--- config.mk ---
export PLATFORM = sky130hd
export DESIGN_NAME = pipe_tree_mux
export DESIGN_NICKNAME = d
export VERILOG_FILES = /design/src/rtl/pipe_tree_mux_pkg.sv /design/src/rtl/pipe_tree_mux_stage.sv /design/src/rtl/pipe_tree_mux.sv
export SDC_FILE = /design/constraint.sdc
export NUM_CORES = 1
export LEC_CHECK = 0
export ABC_AREA = 1
export BUFFER_PORTS_ARGS = -buffer_cell sky130_fd_sc_hd__buf_2
export CELL_PAD_IN_SITES_DETAIL_PLACEMENT = 0
export CELL_PAD_IN_SITES_GLOBAL_PLACEMENT = 1
export CORE_MARGIN = 1
export CORE_UTILIZATION = 32
export DETAILED_ROUTE_END_ITERATION = 12
export GPL_TIMING_DRIVEN = 0
export PLACE_DENSITY_LB_ADDON = 0.1
export SLEW_MARGIN = 20
export SYNTH_ARGS = -nofsm -noshare
export SYNTH_HDL_FRONTEND = slang
export SYNTH_SLANG_ARGS = --single-unit
--- constraint.sdc ---
create_clock -name clk_i -period 1.2 [get_ports clk_i]
set_input_delay 0.06 -clock clk_i [delete_from_list [all_inputs] [get_ports clk_i]]
set_output_delay 0.06 -clock clk_i [all_outputs]
set_load 0.01 [all_outputs]
--- src/rtl/pipe_tree_mux_pkg.sv ---
// Shared geometry helpers for the pipelined selection tree.
// Every helper is evaluated at elaboration time to size stages and their word counts.
package trv_mux_pkg;

  function automatic int num_stages(input int levels, input int per_stage);
    return (levels + per_stage - 1) / per_stage;
  endfunction

  // Surviving word count after `level` pairwise reductions; missing partners are zero padding.
  function automatic int words_after(input int level, input int num_inputs);
    return (num_inputs + (1 << level) - 1) >> level;
  endfunction

  function automatic int min_int(input int a, input int b);
    return (a < b) ? a : b;
  endfunction

endpackage

--- src/rtl/pipe_tree_mux_stage.sv ---
// One register slice of the selection tree: a few pairwise reduction levels
// followed by a one-entry elastic register.
module pipe_tree_mux_stage
  import trv_mux_pkg::*;
#(
  parameter int WIDTH     = 32,
  parameter int IN_WORDS  = 2,
  parameter int LEVELS_DO = 1,
  parameter int SEL_W     = 1,
  localparam int OUT_WORDS = words_after(LEVELS_DO, IN_WORDS),
  localparam int OUT_SEL_W = (SEL_W > LEVELS_DO) ? SEL_W - LEVELS_DO : 1
) (
  input  logic                       clk_i,
  input  logic                       rst_ni,
  input  logic                       valid_i,
  output logic                       ready_o,
  input  logic [IN_WORDS*WIDTH-1:0]  words_i,
  input  logic [SEL_W-1:0]           sel_i,
  input  logic                       err_i,
  output logic                       valid_o,
  input  logic                       ready_i,
  output logic [OUT_WORDS*WIDTH-1:0] words_o,
  output logic [OUT_SEL_W-1:0]       sel_o,
  output logic                       err_o
);

  localparam int PAD_WORDS = OUT_WORDS << LEVELS_DO;

  logic [WIDTH-1:0]           tree [LEVELS_DO+1][PAD_WORDS];
  logic [OUT_WORDS*WIDTH-1:0] reduced;
  logic [OUT_SEL_W-1:0]       sel_next;

  logic                       valid_q;
  logic [OUT_WORDS*WIDTH-1:0] words_q;
  logic [OUT_SEL_W-1:0]       sel_q;
  logic                       err_q;

  // Each level uses the lowest select bit still unconsumed; an errored request yields zero words.
  always_comb begin
    for (int l = 0; l <= LEVELS_DO; l++)
      for (int j = 0; j < PAD_WORDS; j++)
        tree[l][j] = '0;
    for (int j = 0; j < IN_WORDS; j++)
      tree[0][j] = words_i[j*WIDTH +: WIDTH];
    for (int l = 0; l < LEVELS_DO; l++)
      for (int j = 0; j < (PAD_WORDS >> (l + 1)); j++)
        tree[l+1][j] = sel_i[l] ? tree[l][2*j+1] : tree[l][2*j];
    reduced = '0;
    for (int j = 0; j < OUT_WORDS; j++)
      reduced[j*WIDTH +: WIDTH] = err_i ? '0 : tree[LEVELS_DO][j];
  end

  if (SEL_W > LEVELS_DO) begin : g_sel_pass
    assign sel_next = sel_i[SEL_W-1:LEVELS_DO];
  end else begin : g_sel_done
    assign sel_next = '0;
  end

  assign ready_o = !valid_q || ready_i;

  always_ff @(posedge clk_i or negedge rst_ni) begin
    if (!rst_ni) begin
      valid_q <= 1'b0;
      words_q <= '0;
      sel_q   <= '0;
      err_q   <= 1'b0;
    end else if (ready_o) begin
      valid_q <= valid_i;
      if (valid_i) begin
        words_q <= reduced;
        sel_q   <= sel_next;
        err_q   <= err_i;
      end
    end
  end

  assign valid_o = valid_q;
  assign words_o = words_q;
  assign sel_o   = sel_q;
  assign err_o   = err_q;

endmodule

--- src/rtl/pipe_tree_mux.sv ---
// Pipelined, flow-controlled N:1 selection tree; the binary reduction is cut
// into register slices of LEVELS_PER_STAGE levels each.
module pipe_tree_mux
  import trv_mux_pkg::*;
#(
  parameter int WIDTH            = 32,
  parameter int NUM_INPUTS       = 8,
  parameter int LEVELS_PER_STAGE = 2,
  parameter int SELECT_BITS      = $clog2(NUM_INPUTS)
) (
  input  logic                   clk_i,
  input  logic                   rst_ni,
  input  logic                   valid_i,
  output logic                   ready_o,
  input  logic [WIDTH-1:0]       data_i [NUM_INPUTS],
  input  logic [SELECT_BITS-1:0] sel_i,
  output logic                   valid_o,
  input  logic                   ready_i,
  output logic [WIDTH-1:0]       data_o,
  output logic                   err_o
);

  localparam int LEVELS     = SELECT_BITS;
  localparam int NUM_STAGES = num_stages(LEVELS, LEVELS_PER_STAGE);

  logic sel_err;

  assign sel_err = 32'(sel_i) >= 32'(NUM_INPUTS);

  for (genvar k = 0; k < NUM_STAGES; k++) begin : g_stage
    localparam int LVL_LO    = k * LEVELS_PER_STAGE;
    localparam int LVL_DO    = min_int(LEVELS_PER_STAGE, LEVELS - LVL_LO);
    localparam int IN_WORDS  = words_after(LVL_LO, NUM_INPUTS);
    localparam int OUT_WORDS = words_after(LVL_LO + LVL_DO, NUM_INPUTS);
    localparam int SEL_W     = LEVELS - LVL_LO;
    localparam int OUT_SEL_W = (SEL_W > LVL_DO) ? SEL_W - LVL_DO : 1;

    logic [IN_WORDS*WIDTH-1:0]  words_in;
    logic [SEL_W-1:0]           sel_in;
    logic                       err_in;
    logic                       valid_in;
    logic                       ready_up;
    logic                       ready_dn;
    logic [OUT_WORDS*WIDTH-1:0] words_out;
    logic [OUT_SEL_W-1:0]       sel_out;
    logic                       err_out;
    logic                       valid_out;

    if (k == 0) begin : g_first
      for (genvar j = 0; j < NUM_INPUTS; j++) begin : g_pack
        assign words_in[j*WIDTH +: WIDTH] = data_i[j];
      end
      assign sel_in   = sel_i;
      assign err_in   = sel_err;
      assign valid_in = valid_i;
    end else begin : g_chain
      assign words_in = g_stage[k-1].words_out;
      assign sel_in   = g_stage[k-1].sel_out;
      assign err_in   = g_stage[k-1].err_out;
      assign valid_in = g_stage[k-1].valid_out;
    end

    // The final stage has no select bits left; its one-bit leftover select output is intentionally dropped.
    if (k == NUM_STAGES - 1) begin : g_last
      logic unused_sel;
      assign ready_dn   = ready_i;
      assign unused_sel = ^sel_out;
    end else begin : g_mid
      assign ready_dn = g_stage[k+1].ready_up;
    end

    pipe_tree_mux_stage #(
      .WIDTH    (WIDTH),
      .IN_WORDS (IN_WORDS),
      .LEVELS_DO(LVL_DO),
      .SEL_W    (SEL_W)
    ) u_stage (
      .clk_i  (clk_i),
      .rst_ni (rst_ni),
      .valid_i(valid_in),
      .ready_o(ready_up),
      .words_i(words_in),
      .sel_i  (sel_in),
      .err_i  (err_in),
      .valid_o(valid_out),
      .ready_i(ready_dn),
      .words_o(words_out),
      .sel_o  (sel_out),
      .err_o  (err_out)
    );
  end

  assign ready_o = g_stage[0].ready_up;
  assign valid_o = g_stage[NUM_STAGES-1].valid_out;
  assign data_o  = g_stage[NUM_STAGES-1].words_out;
  assign err_o   = g_stage[NUM_STAGES-1].err_out;

endmodule

==> results.toml, run 1 <==
[hold_path]
min_delay_worst_endpoint = "g_stage[0].u_stage.words_o[15]"
hp-class = "primary input to flop"
whs_path_depth = 7
worstHoldStart = "data_i[239]"

[finish]
diodes = 0
fill_cells = 2520
commonest_cells_after_routing_fill_and_taps_aside = "nand2_1, buf_2, inv_1, nand3_1, dfrtp_1"
layout.nets = 1822
syn_to_final_growth_pct = 37.27
commonest_non_fill_non_tap_cell_in_the_layout = "nand2_1"
stdcell_count = 1844
drive_gt1_frac = 0.2749
post-route-cell-area_um2 = 9807

[placement]
detailedPlacementHpwl_um = 18840
number_of_placed_instances_with_taps_included = 1816
placed_area_um2 = 9011
placement.setup.worst_slack_ns = -0.2409
routabilityCongestion = 0.8001
io_buffers = 296

[detailed_routing]
postRouteWirelength_um = 24420
detailroute.via_count = 8078
antenna_violating_nets_post_route = 0
detail_route.wl_per_cell_um = 13.24
drt-vias-per-instance = 4.381
drt_drc_violations_left = 0
pre_antenna_drt_iters = 5
drt-initial-drc-count = 248

[floorplan]
core_area_um2 = 21890
horizontal_die_dimension_um = 151.4
die_height_um = 151.4
boundaryPins = 298
initial_core_util = 0.3264
fp_rows = 54
die_area_um2 = 22930

[power]
pwr-share-seq = 0.390
switching_share = 0.3430
clock_power_share = 0.276
switching_power_mw = 4.010
p_leak_nw = 6.328
peakVddDrop_mv = 0.6351
proportion_of_power_drawn_by_combinational_gates = 0.334
power_report.internal_total_mw = 7.679
power.density_cell_area_nw_per_um2 = 1192

[timing]
final_critical_path_setup_slack_ns = -0.04807
maxClockFrequency_ghz = 0.8012
setup-violations-final = 49
final.setup_skew_ns = 0.008877
finalCritPeriodShare = 1.040
slew_viol_final = 0
final.min_clock_period_ns = 1.248
rsz0062_at_grt = "yes"
timing_hold_violations_final = 0

[synthesis]
synth.top_cells.by_area = "dfrtp_1, nand2_1, inv_1"
netlist_instances = 1239
fraction_of_the_yosys_area_taken_by_sequential_cells = 0.3468
syn_area_um2 = 7144
synth-simple-area-share = 0.3977
post-synth-top-area-cell = "dfrtp_1"
main_combinational_cell_family_by_area_after_synthesis = "simple AND/OR/NAND/NOR gates"
synth.area.mux_share = 0
synthDistinctLibCells = 17
area_share_of_the_largest_cell_type_after_synthesis = 0.3468
synth_compound_gate_area_share = 0.04711
synth-adder-area-share = 0
synthesis_stage_register_bit_count = 99
synthesis.area_per_instance_um2 = 5.766
synthXorXnorAreaFrac = 0
syn_nets = 1502
yosysWarnings = 0

[critical_path]
worst_setup_path_end_kind = "flop"
critical_path_arrival_ns = 1.48
path_max_fanout = 5
worst_ep_required_time_ns = 1.44
critical_path.startpoint_type = "flop"
setup.worst_path.class = "flop to flop"
worst-r2r-setup-slack_ns = -0.05
crit-reg2reg-capture = "g_stage[0].u_stage.words_o[58]"
rr_startpoint = "g_stage[1].u_stage.valid_o"
reg2reg_depth = 7

[outcome]
run_status = "finished with violations"
violations = "setup timing"

[cts]
worst_skew_pair.late_latency_ns = 0.35
cts_tree = "built"
clk_pin_slew_ns = 0.08
cts_inserted_buffers = 9
cts.root.buffer_cell = "clkbuf_16"
cts_max_level = 3
clock-sinks = 99
clk_path_buf_depth = 2

[grt]
first_global_vias = 7703
grt_first_pass_wirelength_um = 36940
antenna_found_initial = 0
grt_overflow = 0
grtUsageTotal = 0.2098
grt_max_degree = 54

[job]
cap_violations = 0
==> per-stage QoR <==
step                utilization  hold WS [ns]  setup TNS, ns  power, mW
floorplan                     -       -0.2356              0      6.531
global placement         0.4101        0.3253        -113.76      8.143
detailed placement       0.4116       0.03405         -9.981      8.189
CTS                      0.4320       0.09888        -0.9463      11.53
global route             0.4480        0.1236         -4.599      12.49
finish                   0.4480        0.1038         -1.008      11.69
==> flip-flops by register name (all words and copies together) (netlist names) <==
name,cells
g_stage.u_stage.sel_o,1
g_stage.u_stage.valid_o,2
g_stage.u_stage.words_o,96
==> power by group through the flow <==
stage,clock network (mW),registers [mW],logic [mW]
floorplan,0,4.65,1.88
global placement,0,4.59,3.55
detailed placement,0,4.60,3.59
CTS,3.29,4.54,3.70
global route,3.39,4.63,4.47
finish,3.22,4.56,3.91
==> synth_stat cells <==
| master | number |
|---|---|
| dfrtp_1 | 99 |
| nand3_2 | 1 |
| buf_4 | 6 |
| a21oi_4 | 1 |
| inv_2 | 4 |
| nand2_2 | 1 |
| conb_1 | 1 |
| a21oi_1 | 32 |
| nand3_1 | 128 |
| buf_2 | 47 |
| o21ai_0 | 32 |
| nor2_1 | 32 |
| nand2_1 | 550 |
| inv_1 | 289 |
| buf_1 | 2 |
| buf_6 | 6 |
| clkbuf_1 | 8 |
==> worst max-delay path by stage <==
stage                                           from                             end  slack [ns]
after floorplan           g_stage[1].u_stage.valid_o  g_stage[0].u_stage.words_o[32]        0.03
after global placement                        rst_ni      g_stage[1].u_stage.valid_o       -1.22
after detailed placement                    sel_i[0]  g_stage[0].u_stage.words_o[33]       -0.24
after CTS                 g_stage[1].u_stage.valid_o  g_stage[0].u_stage.words_o[32]       -0.03
after global routing      g_stage[1].u_stage.valid_o  g_stage[0].u_stage.words_o[45]        -0.1
final                     g_stage[1].u_stage.valid_o  g_stage[0].u_stage.words_o[58]       -0.05
==> cell families (layout without fill, tap and decap cells) <==
| group | after synthesis | count (layout) |
|---|---|---|
| buffers and inverters | 362 | 687 |
| and+or+nand+nor | 712 | 712 |
| other | 1 | 1 |
| AOI/OAI and AO/OA | 65 | 65 |
| DFF | 99 | 99 |
==> worst max-delay path, stage by stage, from the launching register on <==
cell and delay, ns:
dfrtp_2 0.43, nand3_4 0.12, nand2_8 0.12, inv_8 0.05
buf_12 0.14, clkbuf_16 0.15, nand2_2 0.07, nand2_1 0.05
==> layout make-up <==
| cell class | instances | area [µm²] | share of cell area |
|---|---|---|---|
| Sequential cell | 99 | 2479 | 0.2527 |
| Clock buffer | 11 | 242.7 | 0.02475 |
| Tap cell | 280 | 350.3 | 0.03572 |
| Inverter | 293 | 1107 | 0.1129 |
| Timing Repair Buffer | 309 | 1730 | 0.1764 |
| Multi-Input combinational cell | 778 | 3309 | 0.3375 |
| Buffer | 69 | 503.0 | 0.05129 |
| Clock inverter | 5 | 85.08 | 0.008676 |
==> repair_timing <==
action / in CTS / in global routing
buffers inserted: 2 / 1
hold endpoints to repair: 48 / 0
endpoints found under the setup margin: 93 / 93
gates resized for setup: 20 / 75
hold buffers: 3 / 0
pin swaps: 3 / 5
cloned: 0 / 6
==> routing by layer <==
metal  global-route usage  vias to the layer above  wire length (µm)
met2               0.3897                      174             12350
li1                     -                     4216                 -
met3              0.03584                       19              1119
met5                    0                        -                 0
met1               0.2541                     3669             10740
met4              0.03300                        0               207
Note: power is estimated with default switching activity, not from simulation.
==> inputs of run 2 (changes only) <==
- CORE_MARGIN: 1 -> 4
- CTS_CLUSTER_SIZE: default -> 10
==> results.toml, run 2 (same netlist as run 1, synthesis figures left out) <==
[grt]
first_global_vias = 7759
grt_first_pass_wirelength_um = 38030
antenna_found_initial = 0
grtUsageTotal = 0.1938
grt_max_degree = 52
grt_overflow = 0

[floorplan]
die_area_um2 = 24780
horizontal_die_dimension_um = 157.4
die_height_um = 157.4
initial_core_util = 0.3264
fp_rows = 54
core_area_um2 = 21890
boundaryPins = 298

[finish]
diodes = 0
stdcell_count = 1840
drive_gt1_frac = 0.2538
layout.nets = 1820
fill_cells = 2519
commonest_non_fill_non_tap_cell_in_the_layout = "nand2_1"
largest_register_ffs = 96
syn_to_final_growth_pct = 34.41
post-route-cell-area_um2 = 9603
commonest_cells_after_routing_fill_and_taps_aside = "nand2_1, buf_2, inv_1, nand3_1, dfrtp_1"

[cts]
cts.root.buffer_cell = "clkbuf_16"
clock-sinks = 99
cts_inserted_buffers = 9
cts_max_level = 3
clk_pin_slew_ns = 0.06
clk_path_buf_depth = 2
worst_skew_pair.late_latency_ns = 0.34
cts_tree = "built"

[job]
cap_violations = 0

[placement]
routabilityCongestion = 0.7977
number_of_placed_instances_with_taps_included = 1816
detailedPlacementHpwl_um = 19760
io_buffers = 296
placed_area_um2 = 9011

[hold_path]
min_delay_worst_endpoint = "g_stage[0].u_stage.words_o[19]"
hp-class = "primary input to flop"
worstHoldStart = "data_i[243]"
whs_path_depth = 7

[detailed_routing]
drt-vias-per-instance = 4.295
pre_antenna_drt_iters = 4
detailroute.via_count = 7903
drt_drc_violations_left = 0
detail_route.wl_per_cell_um = 13.54
drt-initial-drc-count = 378
postRouteWirelength_um = 24920
antenna_violating_nets_post_route = 0

[timing]
tightest_slew_ns = 0.5017
finalCritPeriodShare = 1.004
final.setup_skew_ns = 0.008346
timing_hold_violations_final = 0
slew_viol_final = 0
final_critical_path_setup_slack_ns = -0.004460
maxClockFrequency_ghz = 0.8302
setup-violations-final = 1
slew_headroom = 0.6655
final.min_clock_period_ns = 1.204
fin_setup_tns_ns = -0.004460
rsz0062_at_grt = "yes"

[critical_path]
reg2reg_depth = 7
worst_ep_required_time_ns = 1.14
path_max_fanout = 2
critical_path.startpoint_type = "flop"
critical_path_arrival_ns = 1.14
rr_startpoint = "g_stage[0].u_stage.valid_o"
crit-reg2reg-capture = "g_stage[0].u_stage.words_o[27]"
worst-r2r-setup-slack_ns = -0.004
setup.worst_path.class = "flop to primary output"
timing.critical_path.from = "g_stage[0].u_stage.valid_o"
worst_setup_path_end_kind = "primary output"

[power]
power.density_cell_area_nw_per_um2 = 1193
p_leak_nw = 6.268
report.power.total_mw = 11.45
peakVddDrop_mv = 0.6091

[outcome]
run_status = "finished with violations"
violations = "setup timing"
[run 2: cell types whose count changed in the layout (fill, tap and decap cells not counted), sizes merged]
| cell | before | now |
|---|---|---|
| buf | 361 | 363 |
| clkbuf | 25 | 22 |
| clkinv | 1 | 0 |
| clkinvlp | 1 | 0 |
| inv | 294 | 293 |
[run 2: worst max path at each step]
stage / end / slack (ns) / cells past startpoint
floorplan: g_stage[0].u_stage.words_o[32] / 0.03 / 6
global placement: g_stage[1].u_stage.valid_o / -1.24 / 1
CTS: g_stage[0].u_stage.words_o[27] / -0.03 / 7
finish: ready_o / -0.004 / 3
global route: g_stage[0].u_stage.words_o[55] / -0.06 / 7
detailed placement: g_stage[0].u_stage.words_o[33] / -0.28 / 9
[run 2: layout make-up]
cell class | instances | area (µm²) | share of cell area
well taps | 280 | 350.3 | 0.03648
multi-input cells | 778 | 3223 | 0.3356
plain buffers | 68 | 484.2 | 0.05042
clock inverters | 2 | 60.06 | 0.006254
inverters | 293 | 1105 | 0.1150
repair buffers | 308 | 1645 | 0.1713
clock buffers | 12 | 256.5 | 0.02671
flip-flops and latches | 99 | 2479 | 0.2581
[run 2: per-layer routing]
metal,global-route usage,vias to the layer above,share of wire
li1,-,4204,-
met1,0.2420,3529,0.42
met2,0.3607,158,0.52
met3,0.03327,12,0.047
met4,0.02130,0,0.0057
met5,0,-,0
[run 2: what timing repair did]
action	CTS	global route
hold endpoints to repair	50	0
pin swaps	3	2
setup endpoints to repair	93	96
hold buffers	3	0
resized for setup	25	35
cloned	0	1
setup buffers	6	1
[run 2: report_power, final]
part / switching [mW] / leakage, nW / internal, mW
logic: 2.14 / 4.94 / 1.62
registers: 0.472 / 1.17 / 4.08
clock network: 1.22 / 0.155 / 1.92
total: 3.83 / 6.27 / 7.62
[run 2: critical path, stage by stage, from the launching register on]
cell,delay (ns)
dfrtp_1,0.41
nand3_4,0.13
buf_4,0.16
buf_6,0.11
[run 2: per-stage QoR]
step	setup WS, ns	hold WS (ns)	util
after floorplan	0.02701	-0.2356	-
after global placement	-1.235	0.3125	0.4101
after detailed placement	-0.2754	0.03901	0.4116
after CTS	-0.03112	0.1020	0.4336
after global routing	-0.05851	0.1319	0.4387
final	-0.004460	0.1082	0.4387
==> inputs of run 3 (changes only) <==
- ABC_AREA: 1 -> default
- CORE_UTILIZATION: 32 -> 35
==> results.toml, run 3 <==
[critical_path]
timing.critical_path.from = "g_stage[1].u_stage.valid_o"
path_max_fanout = 5
worst_setup_path_end_kind = "flop"
worst_ep_required_time_ns = 1.43
setup.worst_path.class = "flop to flop"
critical_path_arrival_ns = 1.67
rr_startpoint = "g_stage[1].u_stage.valid_o"
critical_path.startpoint_type = "flop"

[synthesis]
ys_top_cells_by_count = "dfrtp_1, mux2_2, mux4_2"
synth.area.mux_share = 0.4458
synthDistinctLibCells = 16
fraction_of_the_yosys_area_taken_by_sequential_cells = 0.4409
synth_edf_count = 0
synthXorXnorAreaFrac = 0
post-synth-top-area-cell = "dfrtp_1"
ys_dominant_reg_cell = "dfrtp_1"
synth-adder-area-share = 0
synth-simple-area-share = 0.005344
synthesis_stage_register_bit_count = 99
yosysMostFrequentCell = "dfrtp_1"
syn_nets = 633
syn_area_um2 = 5619
synth.top_cells.by_area = "dfrtp_1, mux4_2, mux2_2"
synthesis.area_per_instance_um2 = 15.19
area_share_of_the_largest_cell_type_after_synthesis = 0.4409
synth_compound_gate_area_share = 0.06413
postSynth.asyncResetShare = 1.000
netlist_instances = 370
main_combinational_cell_family_by_area_after_synthesis = "multiplexers"
yosysWarnings = 0

[timing]
maxClockFrequency_ghz = 0.6936
slew_viol_final = 0
rsz0062_at_grt = "yes"
setup-violations-final = 72
fin_setup_tns_ns = -12.30
final.setup_skew_ns = 0.005819
worst_hold_slack_ns = 0.1558
finalCritPeriodShare = 1.202
final.min_clock_period_ns = 1.442
timing_hold_violations_final = 0
final_critical_path_setup_slack_ns = -0.2418

[power]
p_leak_nw = 4.073
power.density_cell_area_nw_per_um2 = 1284
peakVddDrop_mv = 0.7660

[grt]
grt_overflow = 0
grtUsageTotal = 0.1898
grt_first_pass_wirelength_um = 26790
antenna_found_initial = 0
gr-usage-met2 = 0.3210
routing_usage_on_met3 = 0.05104
grt_busiest_layer = "met2"
grtUsageMet1 = 0.2420
first_global_vias = 5050
grt_max_degree = 53

[cts]
clk_pin_slew_ns = 0.07
cts_max_level = 3
clk_path_buf_depth = 2
worst_skew_pair.late_latency_ns = 0.35
clock-sinks = 99
cts_inserted_buffers = 9
cts.root.buffer_cell = "clkbuf_16"
cts_tree = "built"

[placement]
routabilityCongestion = 0.7567
io_buffers = 294
detailedPlacementHpwl_um = 13310

[outcome]
run_status = "finished with violations"
violations = "setup timing"

[finish]
syn_to_final_growth_pct = 52.30
layout.nets = 963
drive_gt1_frac = 0.7418
diodes = 0
commonest_non_fill_non_tap_cell_in_the_layout = "buf_2"
commonest_cells_after_routing_fill_and_taps_aside = "buf_2, dfrtp_1, mux4_2, mux2_4, mux2i_1"
largest_register_ffs = 96

[floorplan]
die_area_um2 = 18150
core_area_um2 = 15830
initial_core_util = 0.3550
die_height_um = 134.7
fp_rows = 46
horizontal_die_dimension_um = 134.7
boundaryPins = 298

[detailed_routing]
drt-vias-per-instance = 5.121
detail_route.wl_per_cell_um = 19.33
postRouteWirelength_um = 17810
drt_drc_violations_left = 0
antenna_violating_nets_post_route = 0
drt-initial-drc-count = 180
detailroute.via_count = 4716
pre_antenna_drt_iters = 4

[hold_path]
hp-class = "primary input to flop"
worstHoldStart = "data_i[47]"

[job]
cap_violations = 0
==> run 3: cell types whose count changed after synthesis, sizes merged <==
cell / change
o21ai: -32
buf: -37
mux2: +65
nand2: -550
mux2i: +32
a31oi: +32
nand3b: +1
nand3: -129
nand2b: +3
clkbuf: +8
mux4: +64
a21oi: -1
inv: -293
nor2: -32
==> run 3: cell families after synthesis <==
group,after synthesis
buf+inv,40
mux,161
compound gates,64
simple gates,5
other cells,1
flops,99
==> run 3: cell type report <==
| class | count | area [µm²] |
|---|---|---|
| fill | 1415 | 7269 |
| multi-input combinational | 231 | 3196 |
| sequential | 99 | 2479 |
| timing repair buffer | 320 | 1846 |
| buffer | 39 | 475.5 |
| clock buffer | 15 | 287.8 |
| tap | 216 | 270.3 |
| clock inverter | 1 | 5.005 |
==> run 3: worst paths after layout <==
kind	endpoint	slack [ns]	cells after the start
min in group asynchronous	g_stage[1].u_stage.words_o[4]	0.21	2
max in group asynchronous	g_stage[0].u_stage.words_o[52]	0.36	3
hold / removal	g_stage[0].u_stage.words_o[47]	0.16	3
setup / recovery	g_stage[0].u_stage.words_o[36]	-0.24	6
setup reg to reg	g_stage[0].u_stage.words_o[36]	-0.24	6
hold reg to reg	g_stage[0].u_stage.words_o[51]	0.51	1
==> run 3: per-stage QoR <==
stage	instances	area, µm²	worst slack [ns]	util	power [mW]
after global placement	880	7401	-0.9541	0.4676	7.455
after floorplan	370	5659	-0.2188	-	6.238
after detailed placement	881	7435	-0.6762	0.4697	7.560
final	921	8558	-0.2418	0.5407	10.99
after CTS	915	8298	-0.2254	0.5243	10.85
after global routing	921	8558	-0.2803	0.5407	11.61
==> run 3: timing repair <==
item	CTS	global route
buffers inserted	12	6
pin swaps	3	17
resized for setup	91	52
setup endpoints to repair	97	95
endpoints found under the hold margin	49	0
hold buffers	3	0
gates cloned	5	4
==> run 3: worst max-delay path: stages, from the launching register on <==
cell      delay (ns)
dfrtp_1         0.40
nand3b_1        0.13
nand2_2         0.10
buf_6           0.14
buf_16          0.12
buf_8           0.13
mux2_4          0.30
==> run 3: power by group <==
group	switching, mW	total [mW]	internal [mW]
combinational	1.44	3.56	2.13
clock	1.20	2.84	1.63
sequential	0.504	4.59	4.08
==> run 3: metal layers <==
layer,share of wire,vias to the layer above
met5,0,-
met1,0.40,2356
met3,0.082,20
met4,0.015,0
li1,-,2152
met2,0.50,188
